$ cat src/rtl/node_tx_queue_if.sv
// Node-side injection queue bus: node strobe path in, core offer/ack path out.
// The queue itself uses the slave modport; the node/core side uses master.
interface node_tx_queue_if #(
   parameter int DEPTH = 4,
   parameter int PKT_W = 29
);
   localparam int CW = $clog2(DEPTH) + 1;

   logic [PKT_W-1:0] Node_Pkt;
   logic             Node_Pkt_Strobe;
   logic             Node_Pkt_Full;
   logic             Core_Load_Ack;
   logic [PKT_W-1:0] Packet_From_Node;
   logic             Packet_From_Node_Valid;
   logic [CW-1:0]    Queue_Count;
   logic [7:0]       Drop_Count;

   modport slave (
      input  Node_Pkt, Node_Pkt_Strobe, Core_Load_Ack,
      output Node_Pkt_Full, Packet_From_Node, Packet_From_Node_Valid,
             Queue_Count, Drop_Count
   );

   modport master (
      output Node_Pkt, Node_Pkt_Strobe, Core_Load_Ack,
      input  Node_Pkt_Full, Packet_From_Node, Packet_From_Node_Valid,
             Queue_Count, Drop_Count
   );
endinterface

$ cat src/rtl/node_tx_queue.sv
// Node injection FIFO with IDLE/OFFER/GAP offer FSM toward the router core load port.
// Optional saturating drop counter enabled by defining NODE_TXQ_DROP_CNT_EN.
module node_tx_queue #(
   parameter int DEPTH = 4,
   parameter int PKT_W = 29
) (
   input logic Clk_R,
   input logic Rst_n,
   node_tx_queue_if.slave bus
);
   localparam int AW = $clog2(DEPTH);
   localparam int CW = AW + 1;

   typedef enum logic [1:0] {
      IDLE  = 2'd0,
      OFFER = 2'd1,
      GAP   = 2'd2
   } state_t;

   state_t           state_q, state_d;
   logic [AW-1:0]    wr_ptr_q, wr_ptr_d;
   logic [AW-1:0]    rd_ptr_q, rd_ptr_d;
   logic [CW-1:0]    count_q, count_d;
   logic [PKT_W-1:0] mem_q [DEPTH];
   logic [PKT_W-1:0] mem_d [DEPTH];

   logic full;
   logic push;
   logic pop;

   // Full is judged on the registered count, so a same-cycle pop never rescues a strobe.
   assign full = (count_q == CW'(DEPTH));
   assign push = bus.Node_Pkt_Strobe && !full;
   assign pop  = (state_q == OFFER) && bus.Core_Load_Ack;

   always_comb begin
      wr_ptr_d = wr_ptr_q;
      rd_ptr_d = rd_ptr_q;
      count_d  = count_q;
      if (push) wr_ptr_d = wr_ptr_q + AW'(1);
      if (pop)  rd_ptr_d = rd_ptr_q + AW'(1);
      case ({push, pop})
         2'b10:   count_d = count_q + CW'(1);
         2'b01:   count_d = count_q - CW'(1);
         default: count_d = count_q;
      endcase
   end

   always_comb begin
      for (int i = 0; i < DEPTH; i++) begin
         mem_d[i] = (push && (wr_ptr_q == AW'(i))) ? bus.Node_Pkt : mem_q[i];
      end
   end

   // Storage contents are don't-care after reset, so the array carries no reset.
   always_ff @(posedge Clk_R) begin
      mem_q <= mem_d;
   end

   always_ff @(posedge Clk_R or negedge Rst_n) begin
      if (!Rst_n) begin
         wr_ptr_q <= '0;
         rd_ptr_q <= '0;
         count_q  <= '0;
      end else begin
         wr_ptr_q <= wr_ptr_d;
         rd_ptr_q <= rd_ptr_d;
         count_q  <= count_d;
      end
   end

   always_ff @(posedge Clk_R or negedge Rst_n) begin
      if (!Rst_n) state_q <= IDLE;
      else        state_q <= state_d;
   end

   // GAP looks at the post-push count so a packet landing during the gap is offered next.
   always_comb begin
      state_d = state_q;
      case (state_q)
         IDLE:    if (count_q != '0) state_d = OFFER;
         OFFER:   if (bus.Core_Load_Ack) state_d = GAP;
         GAP:     state_d = (count_d != '0) ? OFFER : IDLE;
         default: state_d = IDLE;
      endcase
   end

   always_comb begin
      bus.Packet_From_Node_Valid = (state_q == OFFER);
      bus.Packet_From_Node       = mem_q[rd_ptr_q];
      bus.Node_Pkt_Full          = full;
      bus.Queue_Count            = count_q;
   end

`ifdef NODE_TXQ_DROP_CNT_EN
   logic       drop;
   logic [7:0] drop_cnt_q, drop_cnt_d;

   assign drop = bus.Node_Pkt_Strobe && full;

   always_comb begin
      drop_cnt_d = drop_cnt_q;
      if (drop && (drop_cnt_q != 8'hFF)) drop_cnt_d = drop_cnt_q + 8'd1;
   end

   always_ff @(posedge Clk_R or negedge Rst_n) begin
      if (!Rst_n) drop_cnt_q <= 8'd0;
      else        drop_cnt_q <= drop_cnt_d;
   end

   assign bus.Drop_Count = drop_cnt_q;
`else
   assign bus.Drop_Count = 8'd0;
`endif

endmodule

$ cat src/flat_wrapper.sv
// flat-port wrapper written by rule: the top's interface ports become plain ports
module node_tx_queue_flat 
#(
   parameter int DEPTH = 4,
   parameter int PKT_W = 29
)
  (Clk_R, Rst_n, bus_Node_Pkt, bus_Node_Pkt_Strobe, bus_Core_Load_Ack, bus_Node_Pkt_Full, bus_Packet_From_Node, bus_Packet_From_Node_Valid, bus_Queue_Count, bus_Drop_Count);
  node_tx_queue_if #(.DEPTH(DEPTH), .PKT_W(PKT_W)) bus_i ();
  input logic Clk_R;
  input logic Rst_n;
  input wire logic [$bits(bus_i.Node_Pkt)-1:0] bus_Node_Pkt;
  input wire logic [$bits(bus_i.Node_Pkt_Strobe)-1:0] bus_Node_Pkt_Strobe;
  input wire logic [$bits(bus_i.Core_Load_Ack)-1:0] bus_Core_Load_Ack;
  output wire logic [$bits(bus_i.Node_Pkt_Full)-1:0] bus_Node_Pkt_Full;
  output wire logic [$bits(bus_i.Packet_From_Node)-1:0] bus_Packet_From_Node;
  output wire logic [$bits(bus_i.Packet_From_Node_Valid)-1:0] bus_Packet_From_Node_Valid;
  output wire logic [$bits(bus_i.Queue_Count)-1:0] bus_Queue_Count;
  output wire logic [$bits(bus_i.Drop_Count)-1:0] bus_Drop_Count;
  assign bus_i.Node_Pkt = bus_Node_Pkt;
  assign bus_i.Node_Pkt_Strobe = bus_Node_Pkt_Strobe;
  assign bus_i.Core_Load_Ack = bus_Core_Load_Ack;
  assign bus_Node_Pkt_Full = bus_i.Node_Pkt_Full;
  assign bus_Packet_From_Node = bus_i.Packet_From_Node;
  assign bus_Packet_From_Node_Valid = bus_i.Packet_From_Node_Valid;
  assign bus_Queue_Count = bus_i.Queue_Count;
  assign bus_Drop_Count = bus_i.Drop_Count;
  node_tx_queue #(.DEPTH(DEPTH), .PKT_W(PKT_W)) u_core (.Clk_R(Clk_R), .Rst_n(Rst_n), .bus(bus_i));
endmodule
$ cat config.mk
export PLATFORM = sky130hd
export DESIGN_NAME = node_tx_queue_flat
export DESIGN_NICKNAME = d
export VERILOG_FILES = /design/src/rtl/node_tx_queue_if.sv /design/src/rtl/node_tx_queue.sv /design/src/flat_wrapper.sv
export SDC_FILE = /design/constraint.sdc
export NUM_CORES = 1
export LEC_CHECK = 0
export BUFFER_PORTS_ARGS = -buffer_cell sky130_fd_sc_hd__buf_2
export CAP_MARGIN = 20
export CORE_MARGIN = 8
export CORE_UTILIZATION = 50
export DETAILED_ROUTE_END_ITERATION = 8
export PLACE_DENSITY = 0.87
export SYNTH_ARGS = -nofsm -noshare
export SYNTH_HDL_FRONTEND = slang
export SYNTH_SLANG_ARGS = --single-unit
$ cat constraint.sdc
create_clock -name Clk_R -period 1.85 [get_ports Clk_R]
set_input_delay 0.37 -clock Clk_R [delete_from_list [all_inputs] [get_ports Clk_R]]
set_output_delay 0.37 -clock Clk_R [all_outputs]
set_load 0.1 [all_outputs]
# Yosys cells after proc, flatten, opt, wreduce, memory -nomap -nowiden
# Index checks and enable logic that the tools add are counted.
[op_classes] bitwise=1 add_sub_neg=4 n_reduce_logical=12 n_eq_ne=10 mux=8 order_cmp=1
[op_table] operator="29-bit binary-select mux with 2-bit select" n=1
[op_table] operator="29-bit two-way mux" n=2
[op_table] operator="2-bit equality test, second input constant" n=4
[op_table] operator="2-bit by 1-bit equality test with 1-bit output, second input constant" n=3
[op_table] operator="1-bit logical AND" n=6
[op_table] operator="2-bit case mux with 3 select lines" n=1
[op_table] operator="3-bit case mux with 2 select lines" n=1
[op_table] operator="3-bit nonzero test" n=2
[op_table] operator="2-bit by 1-bit adder with 2-bit output, second input constant" n=2
[op_table] operator="2-bit zero test" n=2
[op_table] operator="2-bit two-way mux" n=2
[op_table] operator="3-bit by 1-bit adder with 3-bit output, second input constant" n=1
[op_table] operator="3-bit equality test, second input constant" n=1
[op_table] operator="3-bit >= comparator, second input constant" n=1
[op_table] operator="2-bit inverter with 3-bit output" n=1
[op_table] operator="3-bit by 1-bit subtractor with 3-bit output, second input constant" n=1
[op_table] operator="2-bit by 1-bit != test with 1-bit output, second input constant" n=1
[op_table] operator="2-bit != test, second input constant" n=1
[op_table] operator="2-bit AND reduction" n=1
[op_table] operator="1-bit zero test" n=1
[op_table] operator="1-bit two-way mux" n=1
[word_totals] out_inout_bits=42 in_bits=33 register_bits=125

# Depth between registers and ports, before layout
# Gate-level depths: netlist of the first run.
[logic_depth] ltp_word=8 mapped_depth=10 mapped_depth_nobuf=10

# Worst setup path after synthesis of the first run
# OpenSTA, ideal clock, no wires.
[synth_path] path_type="reg2reg" from="reg u_core.state_q[1]" to="reg u_core.state_q[0]" setup_slack_ps=-1429 stages_incl_launch_ff=9 t_arrival_ps=3158 synth_period_minus_slack_ps=3279 path_buffers=0 cell_sequence="dfrtp_1 > nor2b_1 > and2_1 > ha_1 > fa_1 > nor2_1 > a22o_1 > nand2_1 > o22a_1"
[synth_between] elab_chain_len=7 word_cells_on_any_way=13
[synth_lines] element="from (decl)" line_no="node_tx_queue.sv:20" text="state_t state_q, state_d;"
[synth_lines] element="from (signal assigned)" line_no="node_tx_queue.sv:74" text="else state_q <= state_d;"
[synth_lines] element="2-bit by 1-bit equality test with 1-bit output *"
[synth_lines] element="named net bus_Packet_From_Node_Valid" line_no="flat_wrapper.sv:16" text="output wire logic [$bits(bus_i.Packet_From_Node_Valid)-1:0] bus_Packet_From_Node_Valid;"
[synth_lines] element="1-bit logical AND *" line_no="node_tx_queue.sv:34" text="assign pop = (state_q == OFFER) && bus.Core_Load_Ack;"
[synth_lines] element="named net u_core.pop" line_no="node_tx_queue.sv:29" text="logic pop;"
[synth_lines] element="2-bit by 1-bit equality test with 1-bit output / 2-bit equality test (equally long branches)" line_no="node_tx_queue.sv:42" text="case ({push, pop})"
[synth_lines] element="3-bit case mux with 2 select lines *" line_no="node_tx_queue.sv:42"
[synth_lines] element="3-bit nonzero test *" line_no="node_tx_queue.sv:83" text="GAP: state_d = (count_d != '0) ? OFFER : IDLE;"
[synth_lines] element="1-bit two-way mux *" line_no="node_tx_queue.sv:83"
[synth_lines] element="2-bit case mux with 3 select lines *" line_no="node_tx_queue.sv:80" text="case (state_q)"
# Mark *: on every way through the listed nets, which the timed path passes. The rest lies on a longest branch.
# A chain may end at the register's enable or synchronous reset.

# Final worst setup path of the first run
[layout_path] from="reg u_core.rd_ptr_q[0]" to="out bus_Packet_From_Node[25]"
[layout_between] elab_chain_len=4
[layout_lines] element="from (decl)" line_no="node_tx_queue.sv:22" text="logic [AW-1:0] rd_ptr_q, rd_ptr_d;"
[layout_lines] element="from (signal assigned)" line_no="node_tx_queue.sv:67" text="rd_ptr_q <= rd_ptr_d;"
[layout_lines] element="2-bit inverter with 3-bit output (implied by the code)" line_no="node_tx_queue.sv:90" text="bus.Packet_From_Node = mem_q[rd_ptr_q];"
[layout_lines] element="29-bit binary-select mux with 2-bit select" line_no="node_tx_queue.sv:90"
[layout_lines] element="29-bit two-way mux (implied by the code) (2 in series)" line_no="node_tx_queue.sv:90"
[layout_lines] element="to (decl)" line_no="flat_wrapper.sv:15" text="output wire logic [$bits(bus_i.Packet_From_Node)-1:0] bus_Packet_From_Node;"
# No other way between the ends. The select of a mux whose other input is x is not followed.

==> results of run 1 <==
-- sequential cells by signal, indices dropped and copies added, names as in the netlist --
signal and flops:
u_core.rd_ptr_q 2, u_core.wr_ptr_q 2, u_core.bus.Queue_Count 3, u_core.state_q 2, u_core.mem_q 116
-- cell usage after synthesis --
library cell / n
inv_1: 3
a21oi_1: 1
and2_4: 1
mux2_2: 1
buf_4: 8
and2_1: 6
fa_1: 1
edfxtp_1: 116
conb_1: 1
nor2_1: 4
dfrtp_1: 9
mux4_2: 28
a22o_1: 1
buf_6: 3
buf_2: 2
ha_1: 5
nand2_1: 2
o22a_1: 1
nor2b_1: 2
clkbuf_1: 1
xor2_1: 2
xnor2_1: 4
mux2_4: 1
mux4_1: 1
nor2b_4: 1
-- logic make-up after synthesis --
family          after synthesis  synth area share, %
buf+inv                      17                 2.49
mux                          31                 14.3
xor+xnor                      6                 1.10
compound gates                3                0.472
simple gates                 16                 1.99
fa+ha+maj                     6                 1.73
other cells                   1               0.0787
flops                       125                 77.8
-- routing by layer --
layer	vias up	part of all wire, %
li1	1017	-
met1	1128	40
met2	70	53
met3	10	5.9
met4	0	1.0
met5	-	0
-- stage by stage --
step / setup TNS (ns) / cells / setup slack (ns) / area, µm²
final: -11.07 / 445 / -0.399 / 6540
after global routing: -14.70 / 445 / -0.477 / 6540
after CTS: -12.01 / 442 / -0.440 / 6490
after detailed placement: -13.39 / 407 / -0.159 / 5820
after global placement: -4.18 / 407 / -0.102 / 5820
after floorplan: -24.09 / 212 / -0.545 / 4840
-- cell type report --
cell class                      instances  area [µm²]  share of cell area, %
Multi-Input combinational cell         70        1010                   15.5
Inverter                                3        11.3                  0.172
Clock inverter                         13         214                   3.27
Tap cell                              129         161                   2.47
Sequential cell                       125        3720                   56.9
Timing Repair Buffer                   87        1000                   15.3
Clock buffer                           18         418                   6.39
-- worst min path at each step --
| stage | cells after the start | slack, ns | startpoint | to |
|---|---|---|---|---|
| after floorplan | 0 | 0.07 | Rst_n | u_core.rd_ptr_q[0]$_DFFE_PN0P_ |
| after global placement | 1 | 0.23 | Rst_n | u_core.bus.Queue_Count[0]$_DFF_PN0_ |
| after detailed placement | 1 | 0.24 | Rst_n | u_core.bus.Queue_Count[0]$_DFF_PN0_ |
| after CTS | 1 | 0.06 | bus_Node_Pkt[12] | u_core.mem_q[12]$_DFFE_PP_ |
| after global routing | 1 | 0.06 | bus_Node_Pkt[23] | u_core.mem_q[23]$_DFFE_PP_ |
| final | 1 | 0.08 | bus_Node_Pkt[12] | u_core.mem_q[70]$_DFFE_PP_ |
-- timing repair --
| action | CTS | global route |
|---|---|---|
| pin swaps | 0 | 7 |
| hold buffers | 1 | 0 |
| hold endpoints to repair | 9 | 0 |
| buffers inserted | 3 | 4 |
| resized for setup | 9 | 5 |
| endpoints found under the setup margin | 151 | 34 |
==> flow_summary.json, run 1 <==
{
  "outcome": "finished, violations left",
  "violations": "negative setup slack",
  "final_cell_mix": "edfxtp_1, buf_12, buf_2",
  "crit_cells": 3,
  "rows": 35,
  "cts-root-buf": "clkbuf_8",
  "crit_path_cell_trace": "buf_12 -> mux4_2 -> buf_12",
  "crit_start": "u_core.rd_ptr_q[0]$_DFFE_PN0P_",
  "numClockSinks": 125,
  "htree_levels": 4,
  "holdWs_ns": 0.0776,
  "grt_max_degree": 30,
  "synth_cell_types": 25,
  "drc": 0,
  "top_usage_layer": "met2",
  "rsz0062_at_grt": "true",
  "first_global_vias": 2508,
  "initial_core_util_pct": 51.6,
  "ys_seq_area_share_pct": 77.8,
  "nets": 343,
  "area_growth_pct": 37.1,
  "portBuffers": 66,
  "finalSetupViolations": 32,
  "place.gp.congestion": 0.661,
  "cpLargestDelayFamily": "multiplexers",
  "synth-seq-cells": 125,
  "core_um2": 9240,
  "final_util_pct": 70.7,
  "die_h_um": 114,
  "vias": 2225,
  "track_usage_pct": 13.9,
  "fmax_mhz": 445,
  "grt_util_met3_pct": 4.91,
  "crit_end": "bus_Packet_From_Node[25]",
  "slowest_stage": "mux4_2",
  "yosys.area.top_type": "edfxtp_1",
  "clkSlewWorstSetupHoldPaths_ns": 0.06,
  "drive_gt1_share_pct": 51.6,
  "post-dp-hpwl_um": 5390,
  "crit_required_ns": 1.48,
  "worstSetupEndpointType": "output pin",
  "io_pins": 75,
  "fp.dieArea_um2": 12900,
  "reg2reg_slack_ns": -0.22,
  "clk_latency_ns": 0.50,
  "crit_buf_inv": 2,
  "cp.arrival_ns": 1.88,
  "setup.worst_path.class": "reg -> out",
  "n_antenna_cell": 0,
  "reg2reg_to": "u_core.state_q[0]$_DFFE_PN0P_",
  "yosys-top-cells-area": "edfxtp_1, mux4_2, dfrtp_1",
  "first_pass_iters": 6,
  "wl_per_cell_um": 19.1,
  "period_share_pct": 122,
  "synth_top_area_share_pct": 73.1,
  "period_needed_ns": 2.25,
  "slew_violations": 0,
  "via_per_inst": 5.00,
  "skew_ns": 0.00752,
  "synth_area_um2": 4770,
  "final_common_cell": "edfxtp_1",
  "grt.overflow.total": 0,
  "avgSynthCellArea_um2": 23.3,
  "crit_path_max_fanout": 17,
  "hold_path.class": "in -> reg",
  "worstSetupStartpointType": "flop",
  "finalHoldViolCount": 0,
  "timing.final.ws_setup_ns": -0.399,
  "wl_um": 8510,
  "r2r.worst_path.cells": 9,
  "clockBufferDepth": 2,
  "antenna_found_initial": 0,
  "cpMostUsedCell": "buf_12",
  "cts_buffers": 17,
  "met1_usage_pct": 15.6,
  "cpPeakStageDelay_ns": 0.57,
  "grt_pass1_wl_um": 13400,
  "synthCells": 205,
  "ant_nets": 0,
  "die_w_um": 114,
  "nFillCells": 551,
  "met2_usage_pct": 23.6,
  "cts_tree": "built",
  "ys_warn_count": 0,
  "maxCapViolCount": 0,
  "r2r_start": "u_core.bus.Queue_Count[2]$_DFF_PN0_",
  "dr.first_iter.drc_count": 78
}
Power of run 1 is not shown: default switching activity piles up to over one toggle a cycle in this logic, so the estimate is an artifact.
==> run 2, diff against run 1 <==
CAP_MARGIN = default   (was 20)
CORE_UTILIZATION = 55   (was 50)
PLACE_DENSITY = 0.9   (was 0.87)
clock period = 2.3 ns   (was 1.85 ns; I/O delays follow)
==> flow_summary.json, run 2 (synthesized netlist as in run 1, its figures left out) <==
{
  "fmax_mhz": 415,
  "cpMostUsedCell": "buf_12",
  "maxCapViolCount": 0,
  "setup.worst_path.class": "reg -> out",
  "rsz0062_at_grt": "true",
  "grt.overflow.total": 0,
  "cts_buffers": 17,
  "ant_nets": 0,
  "period_share_pct": 105,
  "finalHoldViolCount": 0,
  "hp-start": "bus_Node_Pkt[21]",
  "grt_max_degree": 24,
  "place.gp.congestion": 0.709,
  "post-dp-hpwl_um": 5620,
  "area_growth_pct": 35.6,
  "slew_violations": 0,
  "first_global_vias": 2526,
  "antenna_found_initial": 2,
  "crit_required_ns": 1.84,
  "holdPathStages": 1,
  "worstSetupEndpointType": "output pin",
  "dr.first_iter.drc_count": 138,
  "largest_reg_flops": 116,
  "finalSetupViolations": 28,
  "clk_latency_ns": 0.51,
  "nFillCells": 462,
  "timing.final.ws_setup_ns": -0.111,
  "io_pins": 75,
  "final_util_pct": 75.6,
  "final_cell_mix": "edfxtp_1, buf_2, buf_12",
  "track_usage_pct": 16.2,
  "first_pass_iters": 4,
  "nets": 344,
  "cpLargestDelayFamily": "multiplexers",
  "top_register": "u_core.mem_q",
  "cts_tree": "built",
  "drive_gt1_share_pct": 51.6,
  "initial_core_util_pct": 55.8,
  "final_common_cell": "edfxtp_1",
  "hold_path.class": "in -> reg",
  "cp.arrival_ns": 1.95,
  "slowest_stage": "mux4_2",
  "wl_per_cell_um": 21.9,
  "htree_levels": 4,
  "portBuffers": 66,
  "core_um2": 8550,
  "crit_buf_inv": 3,
  "crit_path_max_fanout": 6,
  "die_w_um": 109,
  "cpPeakStageDelay_ns": 0.55,
  "vias": 2330,
  "clkSlewWorstSetupHoldPaths_ns": 0.06,
  "period_needed_ns": 2.41,
  "worstSetupStartpointType": "flop",
  "clockBufferDepth": 2,
  "via_per_inst": 5.46,
  "die_h_um": 109,
  "crit_path_cell_trace": "buf_4 -> buf_12 -> mux4_2 -> buf_12",
  "reg2reg_to": "u_core.state_q[0]$_DFFE_PN0P_",
  "cts-root-buf": "clkbuf_8",
  "r2r.worst_path.cells": 10,
  "reg2reg_slack_ns": 0.19,
  "skew_ns": 0.0104,
  "grt_pass1_wl_um": 13800,
  "rows": 34,
  "r2r_start": "u_core.bus.Queue_Count[0]$_DFF_PN0_",
  "min_to": "u_core.mem_q[21]$_DFFE_PP_",
  "wl_um": 9350,
  "fp.dieArea_um2": 11900,
  "numClockSinks": 125,
  "drc": 0,
  "outcome": "finished, violations left",
  "violations": "negative setup slack"
}
==> run 2: how the worst max path moves through the flow <==
stage                                               end  cells after the start  slack [ns]                           startpoint
final                           bus_Packet_From_Node[9]                      4       -0.11       u_core.rd_ptr_q[0]$_DFFE_PN0P_
after global routing           bus_Packet_From_Node[26]                      4       -0.16       u_core.rd_ptr_q[0]$_DFFE_PN0P_
after CTS                      bus_Packet_From_Node[15]                      3       -0.11       u_core.rd_ptr_q[0]$_DFFE_PN0P_
after detailed placement  u_core.state_q[0]$_DFFE_PN0P_                     10        0.11  u_core.bus.Queue_Count[0]$_DFF_PN0_
after global placement    u_core.state_q[0]$_DFFE_PN0P_                     10        0.23  u_core.bus.Queue_Count[0]$_DFF_PN0_
after floorplan           u_core.state_q[0]$_DFFE_PN0P_                     10       -0.09  u_core.bus.Queue_Count[0]$_DFF_PN0_
==> run 2: worst reg2reg max path: stages, from the launching register on <==
cell	delay [ns]
dfrtp_4	0.52
nor2_4	0.14
and2_4	0.17
nor2b_4	0.04
inv_2	0.05
ha_4	0.14
fa_2	0.43
nor2_1	0.11
a22o_1	0.15
nand2_1	0.06
o22a_1	0.19
==> run 2: area by class of cell <==
| class | count | area, µm² | share of cell area, % |
|---|---|---|---|
| sequential | 125 | 3720 | 57.6 |
| multi-input combinational | 70 | 997 | 15.4 |
| timing repair buffer | 88 | 996 | 15.4 |
| clock buffer | 17 | 414 | 6.41 |
| clock inverter | 15 | 185 | 2.87 |
| tap | 108 | 135 | 2.09 |
| inverter | 3 | 11.3 | 0.174 |
| antenna | 1 | 2.50 | 0.0387 |
==> run 2: repair_timing <==
action                                  CTS  global route
hold buffers                              1             0
pin swaps                                 0             1
hold endpoints to repair                  9             0
cloned                                    0             1
resized for setup                         3             3
buffers inserted                          4             5
endpoints found under the setup margin   27            30
==> run 2: per-layer routing <==
metal | track usage, % | wire [µm] | up-vias
li1 | - | - | 1023
met3 | 6.44 | 596 | 6
met5 | 0 | 10 | -
met1 | 19.0 | 3580 | 1215
met2 | 26.9 | 5100 | 84
met4 | 5.18 | 60 | 2
==> run 2: metrics by stage <==
stage | setup TNS [ns] | setup WS (ns) | instance area [µm²] | cells | hold slack [ns]
global placement | 0 | 0.231 | 5740 | 383 | 0.326
global route | -3.96 | -0.164 | 6460 | 427 | 0.144
CTS | -1.96 | -0.109 | 6380 | 420 | 0.145
detailed placement | 0 | 0.108 | 5740 | 383 | 0.328
floorplan | -0.0949 | -0.0949 | 4840 | 212 | 0.164
finish | -2.26 | -0.111 | 6460 | 427 | 0.162
Power of run 2 is left out for the same reason.
==> run 3, diff against run 2 <==
ABC_AREA = 1   (was default)
==> flow_summary.json, run 3 <==
{
  "htree_levels": 4,
  "synth_top_area_share_pct": 71.6,
  "skew_ns": 0.0121,
  "outcome": "finished, violations left",
  "finalHoldViolCount": 0,
  "cts_buffers": 17,
  "crit_path_cell_trace": "clkinv_8 -> buf_12 -> o21ai_1 -> o22ai_2 -> buf_12",
  "setup.worst_path.class": "reg -> out",
  "yosys-top-cells-area": "edfxtp_1, o21ai_0, nor2_1",
  "ys_warn_count": 0,
  "ys_seq_area_share_pct": 76.3,
  "met2_usage_pct": 34.2,
  "numClockSinks": 125,
  "top_usage_layer": "met2",
  "slew_violations": 0,
  "die_h_um": 110,
  "async_flop_share_pct": 7.20,
  "top_register": "u_core.mem_q",
  "synthFlopType": "edfxtp_1",
  "drc": 0,
  "slowest_stage": "dfrtp_4",
  "fp.dieArea_um2": 12100,
  "grt_max_degree": 43,
  "final_common_cell": "edfxtp_1",
  "rows": 34,
  "die_w_um": 110,
  "synth_edf_count": 116,
  "wl_per_cell_um": 22.5,
  "post-dp-hpwl_um": 6620,
  "finalSetupViolations": 10,
  "wl_um": 12500,
  "ant_nets": 0,
  "fin_cells": 556,
  "worstSetupEndpointType": "output pin",
  "violations": "negative setup slack",
  "track_usage_pct": 20.0,
  "cpPeakStageDelay_ns": 0.52,
  "clockBufferDepth": 2,
  "vias": 3270,
  "hold_path.class": "in -> reg",
  "drive_gt1_share_pct": 35.7,
  "fmax_mhz": 424,
  "yosys.area.top_type": "edfxtp_1",
  "first_pass_iters": 5,
  "crit_required_ns": 1.84,
  "clk_latency_ns": 0.52,
  "cts-root-buf": "clkbuf_8",
  "n_antenna_cell": 0,
  "synthCells": 355,
  "place.gp.congestion": 0.830,
  "synth-seq-cells": 125,
  "area_growth_pct": 38.8,
  "dr.first_iter.drc_count": 231,
  "holdWs_ns": 0.158,
  "cp.arrival_ns": 1.90,
  "nets": 474,
  "reg2reg_slack_ns": 0.19,
  "dp_cells": 515,
  "period_needed_ns": 2.36,
  "worstSetupStartpointType": "flop",
  "grt_pass1_wl_um": 17600,
  "rsz0062_at_grt": "true",
  "synth.most_common_cell": "edfxtp_1",
  "cpMostUsedCell": "buf_12",
  "initial_core_util_pct": 56.3,
  "met1_usage_pct": 23.4,
  "final_cell_mix": "edfxtp_1, nor2_1, o21ai_1",
  "cts_tree": "built",
  "grt.overflow.total": 0,
  "crit_path_max_fanout": 10,
  "portBuffers": 66,
  "max_slew_margin_pct": 36.2,
  "worstMarginPinSlew_ns": 0.955,
  "antenna_found_initial": 0,
  "io_pins": 75,
  "synth_area_um2": 4860,
  "timing.final.ws_setup_ns": -0.0584,
  "avgSynthCellArea_um2": 13.7,
  "via_per_inst": 5.88,
  "synth_cell_types": 23,
  "core_um2": 8640,
  "largest_reg_flops": 116,
  "period_share_pct": 103,
  "yosys-top-cells-count": "edfxtp_1, nor2_1, o21ai_0, o22ai_1, inv_1",
  "grt_util_met3_pct": 6.63,
  "nFillCells": 463,
  "first_global_vias": 3288,
  "clkSlewWorstSetupHoldPaths_ns": 0.06,
  "maxCapViolCount": 0
}
run 3: cell types whose count changed in the layout (fill, tap and decap cells not counted), moves of 11 or more:
| cell | previous run | this run |
|---|---|---|
| buf_4 | 15 | 2 |
| inv_1 | 2 | 14 |
| mux4_2 | 29 | 0 |
| nand2_1 | 2 | 13 |
| nor2_1 | 3 | 58 |
| o21ai_0 | 0 | 16 |
| o21ai_1 | 0 | 40 |
| o22ai_2 | 0 | 29 |
run 3: worst max-delay path, delay by kind of cell (launching register included):
family / cells / cell delay [ns]
flip-flops: 1 / 0.52
AO/OA/AOI/OAI: 2 / 0.37
buffers and inverters: 3 / 0.49
run 3: layout make-up:
cell class / instances / area, µm² / area share [%]
clock buffer: 17 / 414 / 6.13
clock inverter: 15 / 148 / 2.19
inverter: 17 / 82.6 / 1.22
multi-input combinational: 194 / 1230 / 18.2
sequential: 125 / 3720 / 55.1
tap: 108 / 135 / 2.00
timing repair buffer: 80 / 1020 / 15.2
run 3: kinds of logic after synthesis:
| logic type | count (synthesis) | share of synthesized area [%] |
|---|---|---|
| simple gates | 88 | 7.10 |
| other cells | 1 | 0.0771 |
| fa+ha+maj | 6 | 1.70 |
| xor+xnor | 3 | 0.540 |
| compound gates | 89 | 10.1 |
| flops | 125 | 76.3 |
| buf+inv | 43 | 4.19 |
run 3: stage by stage:
step	util (%)	area, µm²	setup slack, ns	setup TNS (ns)
CTS	76.3	6590	-0.0134	-0.0319
finish	78.2	6750	-0.0584	-0.270
global route	78.2	6750	-0.110	-1.30
floorplan	-	5130	-0.0517	-0.0517
detailed placement	69.1	5970	0.231	0
global placement	69.1	5970	0.304	0
run 3: routing by layer:
layer / vias up / wire length (µm) / share of wire (%)
met3: 20 / 1030 / 8.2
met4: 0 / 205 / 1.6
li1: 1442 / - / -
met1: 1627 / 4890 / 39
met2: 181 / 6400 / 51
met5: - / 0 / 0
run 3: worst paths after layout:
path / start / endpoint / cells past startpoint
worst max-delay path: u_core.rd_ptr_q[0]$_DFFE_PN0P_ / bus_Packet_From_Node[6] / 5
worst min register to register: u_core.state_q[0]$_DFFE_PN0P_ / u_core.state_q[0]$_DFFE_PN0P_ / 3
worst max register to register: u_core.bus.Queue_Count[0]$_DFF_PN0_ / u_core.state_q[0]$_DFFE_PN0P_ / 10
max in group asynchronous: Rst_n / u_core.bus.Queue_Count[0]$_DFF_PN0_ / 2
worst min-delay path: bus_Node_Pkt[8] / u_core.mem_q[66]$_DFFE_PP_ / 1
min in group asynchronous: Rst_n / u_core.wr_ptr_q[1]$_DFFE_PN0P_ / 2
run 3: what timing repair did:
action	4_1_cts	5_1_grt
endpoints found under the hold margin	9	0
resized for setup	18	42
setup endpoints to repair	29	30
hold buffers	1	0
gates cloned	1	5
setup buffers	1	1
pin swaps	2	20
Power of run 3 is left out for the same reason.
